File: src/rtl/seq_mult_ctrl.sv
// Unsigned shift-and-add multiplier: one add/shift per clock for WIDTH clocks,
// then a one-cycle done pulse with the 2*WIDTH-bit product held until the next result.
module seq_mult_ctrl #(
  parameter int WIDTH = 8
) (
  input  logic               clk,
  input  logic               rst_n,
  input  logic               start,
  input  logic [WIDTH-1:0]   multiplicand,
  input  logic [WIDTH-1:0]   multiplier,
  output logic               busy,
  output logic               done,
  output logic [2*WIDTH-1:0] product
);

  localparam int CW = $clog2(WIDTH + 1);

  typedef enum logic [1:0] {IDLE, CALC, DONE} state_e;

  state_e             state_q, state_d;
  logic [WIDTH-1:0]   m_q, m_d;
  logic [WIDTH-1:0]   a_q, a_d;
  logic [WIDTH-1:0]   q_q, q_d;
  logic               c_q, c_d;
  logic [CW-1:0]      cnt_q, cnt_d;
  logic [2*WIDTH-1:0] product_q, product_d;
  logic               busy_q, busy_d;
  logic               done_q, done_d;

  logic [WIDTH:0]     sum;
  logic               last;

  assign last = (cnt_q == CW'(WIDTH - 1));

  // {C,A} + M; C is always zero here after each shift, so this is A + M with carry out.
  always_comb begin
    sum = {c_q, a_q};
    if (q_q[0]) sum = {c_q, a_q} + {1'b0, m_q};
  end

  // State register
  always_ff @(posedge clk or negedge rst_n) begin
    if (!rst_n) begin
      state_q   <= IDLE;
      m_q       <= '0;
      a_q       <= '0;
      q_q       <= '0;
      c_q       <= 1'b0;
      cnt_q     <= '0;
      product_q <= '0;
      busy_q    <= 1'b0;
      done_q    <= 1'b0;
    end else begin
      state_q   <= state_d;
      m_q       <= m_d;
      a_q       <= a_d;
      q_q       <= q_d;
      c_q       <= c_d;
      cnt_q     <= cnt_d;
      product_q <= product_d;
      busy_q    <= busy_d;
      done_q    <= done_d;
    end
  end

  // Next-state and datapath
  always_comb begin
    state_d   = state_q;
    m_d       = m_q;
    a_d       = a_q;
    q_d       = q_q;
    c_d       = c_q;
    cnt_d     = cnt_q;
    product_d = product_q;
    case (state_q)
      IDLE: begin
        if (start) begin
          m_d     = multiplicand;
          q_d     = multiplier;
          a_d     = '0;
          c_d     = 1'b0;
          cnt_d   = '0;
          state_d = CALC;
        end
      end
      CALC: begin
        // Shift {C, A_sum, Q} right: carry into A msb, A_sum lsb into Q msb.
        c_d   = 1'b0;
        a_d   = sum[WIDTH:1];
        q_d   = {sum[0], q_q[WIDTH-1:1]};
        cnt_d = cnt_q + CW'(1);
        if (last) begin
          product_d = {sum, q_q[WIDTH-1:1]};
          state_d   = DONE;
        end
      end
      DONE:    state_d = IDLE;
      default: state_d = IDLE;
    endcase
  end

  // Outputs registered from the next state so they never glitch.
  always_comb begin
    busy_d = (state_d != IDLE);
    done_d = (state_d == DONE);
  end

  assign busy    = busy_q;
  assign done    = done_q;
  assign product = product_q;

endmodule

File: config.mk
export PLATFORM = sky130hd
export DESIGN_NAME = seq_mult_ctrl
export DESIGN_NICKNAME = d
export VERILOG_FILES = /design/src/rtl/seq_mult_ctrl.sv
export SDC_FILE = /design/constraint.sdc
export NUM_CORES = 1
export LEC_CHECK = 0
export ABC_AREA = 1
export BUFFER_PORTS_ARGS = -buffer_cell sky130_fd_sc_hd__buf_2
export CELL_PAD_IN_SITES_DETAIL_PLACEMENT = 2
export CELL_PAD_IN_SITES_GLOBAL_PLACEMENT = 2
export CORE_UTILIZATION = 33
export CTS_BUF_LIST = sky130_fd_sc_hd__clkbuf_8
export DETAILED_ROUTE_END_ITERATION = 10
export GPL_TIMING_DRIVEN = 0
export PLACE_DENSITY = 0.83
export SLEW_MARGIN = 25
export SYNTH_ARGS = -nofsm -noshare
export SYNTH_HDL_FRONTEND = slang
export SYNTH_SLANG_ARGS = --single-unit
File: constraint.sdc
create_clock -name clk -period 1.8 [get_ports clk]
set_clock_uncertainty 0.1 [all_clocks]
set_input_delay 0.18 -clock clk [delete_from_list [all_inputs] [get_ports clk]]
set_output_delay 0.18 -clock clk [all_outputs]
set_load 0.02 [all_outputs]
==> results_dict.tcl <==
set metrics [dict create \
    overflow 0 \
    max_freq_ghz 0.5442 \
    violations "setup timing" \
    cts-root-buf "clkbuf_8" \
    ys_seq_area_share_pct 50.45 \
    die_h_um 86.94 \
    dp_slack_ps -168.0 \
    path_common_cell "nand2_2" \
    fp.dieW_um 86.94 \
    hold_path_class "in2reg" \
    cts_tree "done" \
    dr_total_vias 1949 \
    cp.required_ps 1900 \
    initial_core_util_pct 34.66 \
    portBuffers 35 \
    final_hold_viol_count 0 \
    status "finished, violations left" \
    grt.total_usage_pct 19.94 \
    antenna_found_initial 0 \
    worstPathCellList "ha_2 > fa_2 > nand2_2 > nand2_2 > nand3b_1 > nand2_1 > nand2_1 > nand3_2 > nand3_2 > nand2_2" \
    grt_pass1_vias 2189 \
    yosys.area.top_type_share_pct 50.45 \
    post_drt_wl_per_cell_um 17.47 \
    clock_sinks 48 \
    setup_slack_ps -37.48 \
    drt_first_pass_iters 4 \
    clk_pin_slew_ps 100 \
    grt_max_degree 49 \
    drv_cap 0 \
    layout.nets 331 \
    synth-edff-count 0 \
    slew_headroom_pct 57.56 \
    ctsLongestPathBuffers 2 \
    clock_latency_ps 310 \
    end_kind "flip-flop" \
    area_delta_synth_final_pct 26.01 \
    yosysTopAreaCell "dfrtp_1" \
    cts.htree.levels 2 \
    cts_buffers 5 \
    antenna_cells 0 \
    ioPinCount 37 \
    synth_area_leaders "dfrtp_1 50%, nand2_1 10%, ha_1 4.7%" \
    arrival_ps 1940 \
    rows 30 \
    drtIter0Drc 84 \
    synth.distinct_cells 29 \
    tns_ps -82.99 \
    whs_ps 10.02 \
    cp_max_fo 3 \
    post-route-period-util_pct 102.1 \
    yosys_register_bits 48 \
    start_kind "flip-flop" \
    crit_path_max_incr_delay_ps 400 \
    async_flop_share_pct 100.0 \
    drc 0 \
    netlist_instances 248 \
    grt_pass1_wl_mm 11.16 \
    drv_slew 0 \
    critPathSlowestCell "dfrtp_1" \
    setup_viol 4 \
    stdcell_area_sq_mm 0.003000 \
    crit_family "simple AND/OR/NAND/NOR gates" \
    drtAntennaViolNets 0 \
    drt-total-wl_mm 6.972 \
    core-area_sq_mm 0.006869 \
    vdd_drop_max_uv 764.8 \
    dieArea_sq_mm 0.007559 \
    post-route-min-period_ps 1837 \
    p_leak_nw 1.480 \
    p_per_area_mw_per_mm2 2141 \
    netlist_area_sq_mm 0.002381 \
    dpl_cell_area_sq_mm 0.002679 \
    tightestPinTransition_ps 636.7 \
    vias_per_cell 4.885 \
    syn_nets 277 \
    place_hpwl_mm 4.877 \
    finalWeightedCongestion 0.7312 \
    layout-drive-gt1-share_pct 33.99 \
    rsz0062_at_grt "yes" \
    fin_total_pwr_mw 6.424 \
    postSynthAreaPerCell_sq_um 9.601 \
    ys.flop_type "dfrtp_1" \
    criticalPathCategory "reg2reg" \
    path_buf_inv 0 \
    yosys_warnings 0 \
]
through the flow:
step,instances,utilization [%]
global route,399,43.68
finish,399,43.68
floorplan,248,-
CTS,394,41.99
detailed placement,379,39.00
global placement,379,38.96
cells in the mapped netlist (2+ instances only):
library cell and number:
or2_2 3, o221ai_1 2, dfrtp_1 48, o21ai_0 14, nor2_1 7, ha_1 9
inv_2 2, nand3b_1 3, o21ai_1 8, inv_4 2, buf_6 3, nand3_1 20
a21oi_1 3, buf_2 4, nand4_1 7, mux2_2 8, nand2_4 2, inv_1 22
o22ai_2 2, nand2_1 66, o221ai_2 5
repair_timing:
item,CTS,global route
hold buffers,5,1
pin swaps,3,3
endpoints found under the setup margin,8,14
hold endpoints to repair,52,1
resized for setup,7,17
buffers inserted,2,4
cell usage in the layout (no fill, tap or decap), drive strengths merged, types with 6 or more instances in the layout:
cell         netlist  routed
nand4              7       7
inv               26      27
dfrtp             48      48
dlygate4sd3        0       6
nand2             69      69
nand3             21      21
o21ai             22      22
buf                7      48
ha                 9       9
o221ai             7       7
nor2               8       8
mux2               8       8
logic make-up (layout without fill, tap and decap cells):
kind of cell             Yosys count  in the layout  share of synthesized area, %
multiplexers                       8              8                         3.784
XOR/XNOR                           1              1                        0.3679
flip-flops                        48             48                         50.45
buffers and inverters             33             88                         6.569
AO/OA/AOI/OAI                     36             36                         10.93
adder cells (fa/ha/maj)           10             10                         5.570
AND/OR/NAND/NOR                  112            112                         22.33
final cells by class:
class / instances / area (sq um)
buffer: 7 / 53.80
clock buffer: 5 / 68.82
fill: 743 / 3869
sequential: 48 / 1201
tap: 96 / 120.1
clock inverter: 3 / 46.29
inverter: 26 / 102.6
timing repair buffer: 47 / 282.8
multi-input combinational: 167 / 1125
worst paths after layout:
kind / endpoint / startpoint / slack, ps / cells after the start
worst max-delay path: a_q[5] / a_q[0] / -40 / 10
min in group asynchronous: m_q[5] / rst_n / 340 / 2
max in group asynchronous: product[12] / rst_n / 830 / 2
worst min register to register: product[10] / product[10] / 390 / 2
worst min-delay path: m_q[5] / multiplicand[5] / 10 / 2
worst max register to register: a_q[5] / a_q[0] / -40 / 10
state kept, by name, summed over array words and instances (netlist names):
register	flops
product	16
a_q	8
state_q	2
done	1
busy	1
q_q	8
m_q	8
cnt_q	4
layer usage:
metal / GRT usage (%) / wire length, um / part of all wire [%] / up-vias
met4: 6.818 / 123 / 1.8 / 0
met2: 37.22 / 3741 / 54 / 27
met5: 0 / 0 / 0 / -
met1: 23.31 / 3015 / 43 / 983
li1: - / - / - / 931
met3: 2.654 / 92 / 1.3 / 8
report_power, final:
part           total [mW]  internal (mW)  switching (mW)
registers            1.97           1.59           0.377
logic                3.64           1.46            2.18
clock network       0.813          0.419           0.394
total                6.42           3.47            2.96
(Power assumes the default switching activity.)
